### config.mk
export PLATFORM = sky130hd
export DESIGN_NAME = std_div_arbiter
export DESIGN_NICKNAME = d
export VERILOG_FILES = /design/src/rtl/std_div_arbiter.sv
export SDC_FILE = /design/constraint.sdc
export NUM_CORES = 1
export LEC_CHECK = 0
export ABC_AREA = 1
export CAP_MARGIN = 5
export CORE_UTILIZATION = 45
export CTS_CLUSTER_SIZE = 24
export DETAILED_ROUTE_END_ITERATION = 12
export PLACE_DENSITY = 0.8
export SLEW_MARGIN = 30
export SYNTH_ARGS = -nofsm -noshare
export SYNTH_HDL_FRONTEND = slang
export SYNTH_SLANG_ARGS = --single-unit
### constraint.sdc
create_clock -name clk -period 6.3 [get_ports clk]
set_input_delay 1.89 -clock clk [delete_from_list [all_inputs] [get_ports clk]]
set_output_delay 1.89 -clock clk [all_outputs]
set_load 0.05 [all_outputs]
### src/rtl/std_div_arbiter.sv
// Round-robin arbiter sharing one bit-serial restoring divider among NREQ requesters.
// Optional macro STD_DIV_ARBITER_ZERO_ERR_EN adds a resp_err flag for zero divisors.
module std_div_arbiter #(
  parameter int WIDTH = 32,
  parameter int NREQ  = 4,
  parameter int IDW   = $clog2(NREQ)
) (
  input  logic                  clk,
  input  logic                  reset,
  input  logic [NREQ-1:0]       req_valid,
  input  logic [NREQ*WIDTH-1:0] req_left,
  input  logic [NREQ*WIDTH-1:0] req_right,
  output logic [NREQ-1:0]       req_ready,
  output logic                  resp_valid,
  input  logic                  resp_ready,
  output logic [IDW-1:0]        resp_id,
  output logic [WIDTH-1:0]      quotient,
  output logic [WIDTH-1:0]      remainder
`ifdef STD_DIV_ARBITER_ZERO_ERR_EN
  ,
  output logic                  resp_err
`endif
);

  localparam int CNTW = (WIDTH > 2) ? $clog2(WIDTH) : 1;

  typedef enum logic [1:0] {S_IDLE, S_RUN, S_DONE} state_t;

  state_t            r_state, w_state_nxt;
  logic [IDW-1:0]    r_rr_ptr, w_win;
  logic              w_any, w_grant, w_last, w_ge;
  logic [WIDTH-1:0]  r_dvd, r_dvs, r_rem, w_win_left, w_win_right, w_rem_sub;
  logic [WIDTH:0]    w_rem_next;
  logic [CNTW-1:0]   r_cnt;

  // Scan downward so the lowest offset from the pointer is assigned last and wins.
  always_comb begin
    w_any = 1'b0;
    w_win = '0;
    for (int k = NREQ - 1; k >= 0; k--) begin
      if (req_valid[(int'(r_rr_ptr) + k) % NREQ]) begin
        w_any = 1'b1;
        w_win = IDW'((int'(r_rr_ptr) + k) % NREQ);
      end
    end
  end

  assign w_grant     = (r_state == S_IDLE) && w_any && !reset;
  assign req_ready   = w_grant ? (NREQ'(1) << w_win) : '0;
  assign w_win_left  = req_left[int'(w_win)*WIDTH +: WIDTH];
  assign w_win_right = req_right[int'(w_win)*WIDTH +: WIDTH];
  assign resp_valid  = (r_state == S_DONE);

  // Compare is one bit wider than the operands so divisors >= 2^(WIDTH-1) cannot overflow.
  assign w_rem_next = {r_rem, r_dvd[WIDTH-1]};
  assign w_ge       = (w_rem_next >= {1'b0, r_dvs});
  assign w_rem_sub  = w_rem_next[WIDTH-1:0] - r_dvs;
  assign w_last     = (r_cnt == CNTW'(WIDTH - 1));

  always_comb begin
    w_state_nxt = r_state;
    case (r_state)
      S_IDLE:  if (w_grant) w_state_nxt = (w_win_right == '0) ? S_DONE : S_RUN;
      S_RUN:   if (w_last) w_state_nxt = S_DONE;
      S_DONE:  if (resp_ready) w_state_nxt = S_IDLE;
      default: w_state_nxt = S_IDLE;
    endcase
  end

  always_ff @(posedge clk) begin
    if (reset) begin
      r_state   <= S_IDLE;
      r_rr_ptr  <= '0;
      r_dvd     <= '0;
      r_dvs     <= '0;
      r_rem     <= '0;
      r_cnt     <= '0;
      resp_id   <= '0;
      quotient  <= '0;
      remainder <= '0;
`ifdef STD_DIV_ARBITER_ZERO_ERR_EN
      resp_err  <= 1'b0;
`endif
    end else begin
      r_state <= w_state_nxt;
      case (r_state)
        S_IDLE: if (w_grant) begin
          r_rr_ptr <= IDW'((int'(w_win) + 1) % NREQ);
          r_dvd    <= w_win_left;
          r_dvs    <= w_win_right;
          r_rem    <= '0;
          r_cnt    <= '0;
          resp_id  <= w_win;
          if (w_win_right == '0) begin
            quotient  <= '1;
            remainder <= w_win_left;
          end
`ifdef STD_DIV_ARBITER_ZERO_ERR_EN
          resp_err <= (w_win_right == '0);
`endif
        end
        S_RUN: begin
          // The dividend register doubles as the quotient shift register.
          r_dvd <= {r_dvd[WIDTH-2:0], w_ge};
          r_rem <= w_ge ? w_rem_sub : w_rem_next[WIDTH-1:0];
          r_cnt <= r_cnt + 1'b1;
          if (w_last) begin
            quotient  <= {r_dvd[WIDTH-2:0], w_ge};
            remainder <= w_ge ? w_rem_sub : w_rem_next[WIDTH-1:0];
          end
        end
        default: ;
      endcase
    end
  end

endmodule

# Word-level counts from Yosys, hierarchy flattened
# Index checks and enable logic that the tools add are counted.
# op_classes
addsub	6
n_lt_le_gt_ge	5
eq_ne	7
shifts	3
muxes	40
bitwise	3
n_reduce_logical	13
# ops
operator	count
32-bit 2-to-1 mux	9
32-bit one-hot mux with 2 select lines	4
128-bit by 8-bit variable part select with 32-bit output	2
33-bit by 32-bit greater-or-equal comparator with 1-bit output	1
32-bit logical NOT	1
32-bit subtractor	1
2-bit 2-to-1 mux	8
3-bit by 4-bit less-than comparator with 1-bit output, second input constant	3
1-bit 2-to-1 mux	11
5-bit one-hot mux with 2 select lines	1
1-bit binary-select mux with 2-bit select	4
2-bit one-hot mux with 3 select lines	1
2-bit OR reduction	3
5-bit by 1-bit adder with 5-bit output, second input constant	1
5-bit == test, second input constant	1
5-bit 2-to-1 mux	1
2-bit by 1-bit adder with 2-bit output, second input constant	2
2-bit adder, second input constant	2
4-bit 2-to-1 mux	1
2-bit by 1-bit != test with 1-bit output, second input constant	2
2-bit != test, second input constant	2
2-bit AND reduction	2
4-bit AND reduction	1
1-bit by 2-bit << shifter with 4-bit output, first input constant	1
other kinds (9)	12
# word_totals
regBits	171
in_bits	263
output_inout_bits	71
word_cells	86

# Longest topological paths before layout
# Gate-level depths: netlist (run 1).
# depth
ltp_word	15
depth_mapped	26
ltp_nobuf	22

# Worst setup path after synthesis (run 1)
# No wires, ideal clock.
# synth_timing
path_kind	input to output
start	input port req_valid[2]
end	output port req_ready[3]
arrival_ns	4.012
t_required_ns	4.410
setup_slack_ns	0.398
stages	15
path_buffers	4
cell_sequence	inv_1 > nand2_1 > nand2_1 > o21ai_1 > nand2_1 > nand2_1 > nand2_1 > nand2_1 > buf_2 > buf_2 > clkbuf_1 > buf_2 > ha_1 > inv_1 > nor2_1
# synth_between
word_cells_on_any_way	23
cone_classes	1 x shift; 20 x mux; 2 x reduce/logical
# synth_rtl
item	line	text
start: declaration	10	input logic [NREQ-1:0] req_valid,
1-bit binary-select mux with 2-bit select	41	if (req_valid[(int'(r_rr_ptr) + k) % NREQ]) begin
1-bit 2-to-1 mux (implied by the code) (2 in a row)	41	
2-bit 2-to-1 mux (3 in a row)	41	
2-bit 2-to-1 mux *	41	
named net w_win[1]	30	logic [IDW-1:0] r_rr_ptr, w_win;
1-bit by 2-bit << shifter with 4-bit output *	49	assign req_ready = w_grant ? (NREQ'(1) << w_win) : '0;
4-bit 2-to-1 mux *	49	
end: declaration	13	output logic [NREQ-1:0] req_ready,
# The timed path passes the listed nets; every way through them passes the cells marked *. The select of a mux whose other input is x is not followed.

# Worst setup path in the final report (run 1)
# layout_timing
start	input port req_valid[2]
end	output port req_ready[3]
# layout_between
elab_chain_cells	10
word_cells_on_any_way	23
cone_classes	1 x shift; 20 x mux; 2 x reduce/logical
# layout_rtl
item	line	text
1-bit binary-select mux with 2-bit select	41	
1-bit 2-to-1 mux (implied by the code) (2 in a row)	41	
1-bit 2-to-1 mux (4 in a row)	41	
1-bit logical AND (2 in a row)	48	assign w_grant = (r_state == S_IDLE) && w_any && !reset;
4-bit 2-to-1 mux *	49	
# Mark *: on every way between the ends. The rest lies on a longest branch, timed or not. The select of a mux whose other input is x is not followed.

==> key figures, run 1 <==
GRT
  – Global-route wire length before repair: 60700 um
  – Initial antenna violation count: 0
  – Met1 usage: 35.8%
  – Largest net degree at the start of global routing: 103
  – Gr usage total: 28.7%
  – GRT met2 Usage: 49.0%
  – Vias in the first global route: 12100
  – GR met3 Demand/Resource: 5.87%
  – Most Crowded Layer GR: met2
  – Grt total ovfl: 0

Critical path
  – R2R Setup Slk: 1820 ps
  – Critical Setup Path Class: in2out
  – Worst Setup SP: req_valid[2]
  – CP max stage delay: 490 ps
  – Worst path cell trace: clkdlybuf4s50_1 > inv_1 > nand2_1 > nand3_1 > nand2_1 > inv_2 > nand2_1 > nand2_1 > nand2_2 > nand2_4 > inv_2 > ha_1 > inv_1 > nor2_1 > buf_12
  – Crit-path max FO: 5
  – Crit path buf inv count: 6
  – Arr. time, crit path: 3720 ps
  – CP most frequent cell: nand2_1
  – FF-to-FF path depth: 19
  – Worst r2r dst: remainder[31]
  – R2R Path Start: r_dvs[2]
  – Crit path max-delay cell type: clkdlybuf4s50_1
  – Crit end category: output port
  – Startpoint Class: primary input
  – CP Depth: 15
  – CP endpoint: req_ready[3]
  – CP Data Required Time: 4410 ps
  – Delay-heaviest family, CP: buffers and inverters

Logic synthesis
  – Post-synth cell types: 36
  – Synthesized instance count: 1899
  – Synth warn: 0
  – Simple-gate share of the synthesized area: 36.4%
  – Synth Area in Compound Gates: 16.6%
  – Ys flop type: dfxtp_1
  – Mux cell area share after synthesis: 0%
  – #FFs+latches synth: 171
  – Fraction of registers with async set/reset: 0%
  – Adder-cell share of the synthesized area: 4.29%
  – Post-synth EDFFs: 0
  – Proportion of synthesized chip area in sequential cells: 29.6%
  – Synthesized cell area: 11500 um^2
  – Synth Area in XOR/XNOR: 1.90%
  – Synthesized area per cell: 6.08 um^2
  – Largest family of logic cells by synthesized area: simple AND/OR/NAND/NOR gates
  – Synth Net Count: 2201

Timing
  – RSZ-0062 raised after global routing: no
  – Setup violators final: 0
  – TNS Setup: 0 ps
  – Slew HR: 38.4%
  – Final hold violation count: 0
  – Setup ws final: 686 ps
  – Final min period: 5610 ps
  – Final Skew: 16.6 ps
  – Fmax: 178 MHz
  – Fin Hold WS: 446 ps
  – Fin crit share: 89.1%
  – Worst Tran Pin Value: 923 ps
  – Slew Viols, Final: 0

Job
  – Max Cap Viol: 0

Power
  – IR Drop Worst-Case VDD: 1.19 mV
  – Lkg Pwr: 7.30 nW
  – Cell Pwr Density: 523 nW/um^2
  – Total power: 8.17 mW

Placement
  – Placed Area: 15000 um^2
  – Setup WS pre-CTS: 670 ps
  – Placed Cells incl. Taps: 2464
  – PortBufs: 333
  – DP HPWL: 28400 um
  – GPL Wtd Cong: 0.893

Finish
  – Final instance area: 15600 um^2
  – Final #Nets: 2455
  – Layout cells sized above 1: 3.51%
  – Final Core Density: 62.0%
  – Non-Filler Instances: 2496
  – Area grow syn2layout: 35.3%
  – Inserted Diodes: 0
  – Filler cells: 2340

Die
  – # rows: 58
  – Die area: 26300 um^2
  – Die X: 162 um
  – IO Pins: 334
  – Core ar.: 25200 um^2
  – Initial Util: 45.9%
  – Die height: 162 um

Hold path
  – Hold Crit Class: reg2reg

Clock network
  – Root buf cell: clkbuf_16
  – TritonCTS Sinks: 171
  – Post-CTS repair timing setup buffer count: 0
  – CTS hold repair buffers: 0
  – Clock-pin slew on the worst setup and hold paths: 80 ps
  – CTS tree: done
  – CTS H-tree lvls: 4
  – CTS resizes: 0
  – Longest Clk Path Bufs: 2
  – Worst-Skew Late Latency: 440 ps
  – Number of CTS-inserted buffers: 17

Drt
  – 1st-iter DRT viols: 917
  – Residual DRC count: 0
  – Avg WL per Cell: 15.4 um
  – Antenna Nets Post-Route: 0
  – Via density: 5.27
  – Post-Route WL: 38300 um
  – DR vias: 13200
  – DRT Pass-1 Iters: 5

Run status
  – Outcome: completed
## worst min-delay path by stage
| stage | startpoint | to | depth (start not counted) |
|---|---|---|---|
| floorplan | r_cnt[4] | r_cnt[4] | 2 |
| detailed placement | quotient[29] | quotient[29] | 2 |
| global placement | quotient[12] | quotient[12] | 2 |
| CTS | quotient[29] | quotient[29] | 2 |
| global route | quotient[18] | quotient[18] | 2 |
| finish | quotient[18] | quotient[18] | 2 |
## tightest hold or removal path, stage by stage, from the launching register on
cell and delay, ps:
dfxtp_1 310, inv_1 50, a21oi_1 50
## sequential cells by signal, indices dropped and copies added (netlist names)
name and count:
quotient 32, r_cnt 5, r_dvd 32, r_dvs 32, r_rem 32, r_rr_ptr 2
r_state 2, remainder 32, resp_id 2
## Yosys cell counts, drive strengths merged (2+ instances only)
cell      n  area [um^2]
a21boi    2         15.0
a21o      6         45.0
a21oi   105          526
a221oi    4         35.0
a31oi     8         50.1
buf      47          249
clkbuf   70          263
dfxtp   171         3420
ha       38          475
inv     206          773
nand2   588         2220
nand3   178          891
nand3b   30          225
nand4     4         25.0
nor2    206          773
nor3      5         25.0
nor4      4         25.0
o211ai   27          203
o21a      4         30.0
o21ai   100          500
o21bai    3         22.5
o22ai    34          213
o32a     26          260
or2       3         18.8
xnor2     7         61.3
xor2     18          158
## cell type report
cell class,count,area [um^2],share of cell area [%]
Tap cell,330,413,2.64
Timing Repair Buffer,352,3530,22.6
Clock inverter,14,176,1.13
Multi-Input combinational cell,1404,6870,44.0
Clock buffer,18,429,2.75
Sequential cell,171,3420,21.9
Inverter,207,778,4.98
## per-layer routing
layer  routed length [um]  up-vias
met1                16400     5984
met5                    0        -
li1                     -     6674
met3                 2380       63
met2                18600      430
met4                  948        0
## kinds of logic after synthesis
kind of cell | after synthesis
AOI/OAI and AO/OA | 321
adders and majority gates | 39
xor gates and xnor gates | 25
DFF | 171
buffers and inverters | 324
and+or+nand+nor | 1019
## cells in the final DEF, fill, tap and decap left out, drive strengths merged, types with 2 or more instances in the layout
cell,Yosys,routed
nand3,178,178
inv,206,213
ha,38,38
or2,3,3
o21ai,100,100
clkinv,1,3
o22ai,34,34
o32a,26,26
nand2,588,588
clkdlybuf4s50,0,329
a21oi,105,105
a31oi,8,8
a221oi,4,4
a21o,6,6
nand4,4,4
nor4,4,4
o21bai,3,3
clkinvlp,0,3
nor3,5,5
xnor2,7,7
buf,47,23
bufinv,0,2
dfxtp,171,171
nor2,206,206
o211ai,27,27
nand3b,30,30
o21a,4,4
a21boi,2,2
xor2,18,18
clkbuf,70,18
## report_power, final
part | internal [mW] | switching (mW)
Combinational | 1.80 | 3.72
Clock | 0.602 | 0.500
Sequential | 1.39 | 0.164
No activity file was read; power rests on OpenSTA's default activity.
==> inputs of run 2 (changes only) <==
CORE_MARGIN = 2   (was default)
CORE_UTILIZATION = 53   (was 45)
GPL_ROUTABILITY_DRIVEN = 0   (was default)
PLACE_DENSITY = 0.92   (was 0.8)
==> key figures, run 2 (synthesis results as in run 1) <==
GRT
  – Largest net degree at the start of global routing: 103 (unchanged)
  – Initial antenna violation count: 0 (unchanged)
  – Grt total ovfl: 0 (unchanged)
  – Global-route wire length before repair: 60400 um (-0.43%)
  – Gr usage total: 32.6% (+3.9 points)
  – Vias in the first global route: 12600 (+4.4%)

Finish
  – Inserted Diodes: 0 (unchanged)
  – Final #Nets: 2454 (-0.041%)
  – Most frequent cells in the layout: nand2_1 (580), clkdlybuf4s50_1 (329), nor2_1 (205), inv_1 (199), nand3_1 (177)
  – Final instance area: 15500 um^2 (-0.70%)
  – Commonest non-fill, non-tap cell in the layout: nand2_1
  – Layout cells sized above 1: 3.28% (-0.23 points)
  – Area grow syn2layout: 34.3%

Critical path
  – Arr. time, crit path: 3910 ps (+190 ps)
  – FF-to-FF path depth: 19 (unchanged)
  – Startpoint Class: primary input
  – R2R Path Start: r_dvs[2]
  – Worst r2r dst: remainder[30]
  – CP most frequent cell: nand2_1
  – CP endpoint: req_ready[1]
  – Crit end category: output port
  – Crit path buf inv count: 4 (-2)
  – CP Depth: 14 (-1)
  – R2R Setup Slk: 1930 ps (+110 ps)
  – CP Data Required Time: 4410 ps (about the same)
  – Critical Setup Path Class: in2out
  – Delay-heaviest family, CP: buffers and inverters
  – CP max stage delay: 430 ps (-60 ps)
  – Crit-path max FO: 9 (+4)
  – Crit path max-delay cell type: clkdlybuf4s50_1
  – Worst path cell trace: clkdlybuf4s50_1 > nand2_1 > nand2_1 > nand2_1 > o21ai_1 > nand2_1 > nand2_1 > nand2_1 > nand2_4 > inv_1 > ha_1 > inv_1 > nor2_1 > buf_12
  – Worst Setup SP: req_valid[2]

Drt
  – DRT Pass-1 Iters: 8 (+3)
  – Avg WL per Cell: 15.7 um (+2.3%)
  – Residual DRC count: 0 (unchanged)
  – 1st-iter DRT viols: 1290 (+41%)
  – Via density: 5.58 (+5.9%)
  – DR vias: 13600 (+3.7%)
  – Post-Route WL: 38400 um (+0.14%)
  – Antenna Nets Post-Route: 0 (unchanged)

Timing
  – TNS Setup: 0 ps (unchanged)
  – RSZ-0062 raised after global routing: no
  – Worst Tran Pin Value: 907 ps (-16.6 ps)
  – Fin crit share: 92.1% (+3.0 points)
  – Slew Viols, Final: 0 (unchanged)
  – Fin Hold WS: 447 ps (+0.504 ps)
  – Fmax: 172 MHz (-3.3%)
  – Final hold violation count: 0 (unchanged)
  – Setup violators final: 0 (unchanged)
  – Final Skew: 9.70 ps (-6.88 ps)
  – Final min period: 5800 ps (+189 ps)
  – Slew HR: 39.6% (+1.1 points)

Die
  – IO Pins: 334 (unchanged)
  – Initial Util: 53.4% (+7.6 points)
  – Die area: 23000 um^2 (-13%)
  – Die height: 152 um (-6.5%)
  – Die X: 152 um (-6.5%)
  – # rows: 54 (-6.9%)
  – Core ar.: 21600 um^2 (-14%)

Hold path
  – Hold_sp: quotient[9]
  – Hold Crit Class: reg2reg

Clock network
  – Root buf cell: clkbuf_16
  – CTS tree: done
  – Longest Clk Path Bufs: 2 (unchanged)
  – CTS hold repair buffers: 0 (unchanged)
  – Clock-pin slew on the worst setup and hold paths: 60 ps (-20 ps)
  – TritonCTS Sinks: 171 (unchanged)
  – CTS H-tree lvls: 4 (unchanged)
  – CTS resizes: 0 (unchanged)
  – Post-CTS repair timing setup buffer count: 0 (unchanged)
  – Worst-Skew Late Latency: 440 ps (about the same)
  – Number of CTS-inserted buffers: 17 (unchanged)

Power
  – IR Drop Worst-Case VDD: 1.06 mV (-11%)
  – Lkg Pwr: 7.27 nW (-0.34%)
  – Cell Pwr Density: 523 nW/um^2 (about the same)

Placement
  – DP HPWL: 28400 um (about the same)
  – PortBufs: 333 (unchanged)
  – Placed Area: 14900 um^2 (-0.47%)

Job
  – Max Cap Viol: 0 (unchanged)

Run status
  – Outcome: completed
## run 2: worst register-to-register path: stages (launching register included)
cell and delay (ps):
dfxtp_1 320, inv_1 80, ha_1 370, a21oi_1 140
nand2_1 100, a21oi_1 300, o21ai_0 240, a21boi_0 500
inv_1 130, nand2_1 80, nand2_1 80, nand2_1 90
nand2_1 90, nand2_2 410, nand2_2 510, nor2_1 390
nand2_1 90, o21ai_0 160, nor2_1 110, nor2_1 130
## run 2: how the worst min path moves through the flow
| stage | slack, ps | end | cells after the start |
|---|---|---|---|
| 2_1_floorplan | 450 | r_cnt[4] | 2 |
| 3_3_place_gp | 430 | quotient[1] | 2 |
| 3_5_place_dp | 440 | quotient[1] | 2 |
| 4_1_cts | 450 | quotient[1] | 2 |
| 5_1_grt | 460 | quotient[1] | 2 |
| 6_report | 450 | quotient[9] | 2 |
## run 2: layout make-up
class | count | area, um^2
Sequential cell | 171 | 3420
Clock buffer | 20 | 447
Inverter | 207 | 778
Tap cell | 280 | 350
Fill cell | 1760 | 6110
Timing Repair Buffer | 351 | 3520
Clock inverter | 10 | 119
Multi-Input combinational cell | 1404 | 6870
## run 2: routing by layer
layer	global-route usage (%)	wire length (um)
met2	55.7	18600
met3	6.05	2880
met5	0	0
met4	15.9	1750
met1	39.5	15100
## run 2: report_power, final
| part | internal, mW | switching (mW) |
|---|---|---|
| registers | 1.39 | 0.163 |
| logic | 1.80 | 3.73 |
| clock network | 0.590 | 0.443 |
## run 2: per-stage QoR
step / cells / power [mW] / setup WS [ps] / utilization (%)
finish: 2443 / 8.12 / 497 / 71.8
global route: 2443 / 8.75 / 274 / 71.8
CTS: 2443 / 8.04 / 555 / 71.7
detailed placement: 2413 / 6.98 / 559 / 69.1
global placement: 2413 / 6.83 / 707 / 69.1
floorplan: 1899 / 5.52 / 398 / -
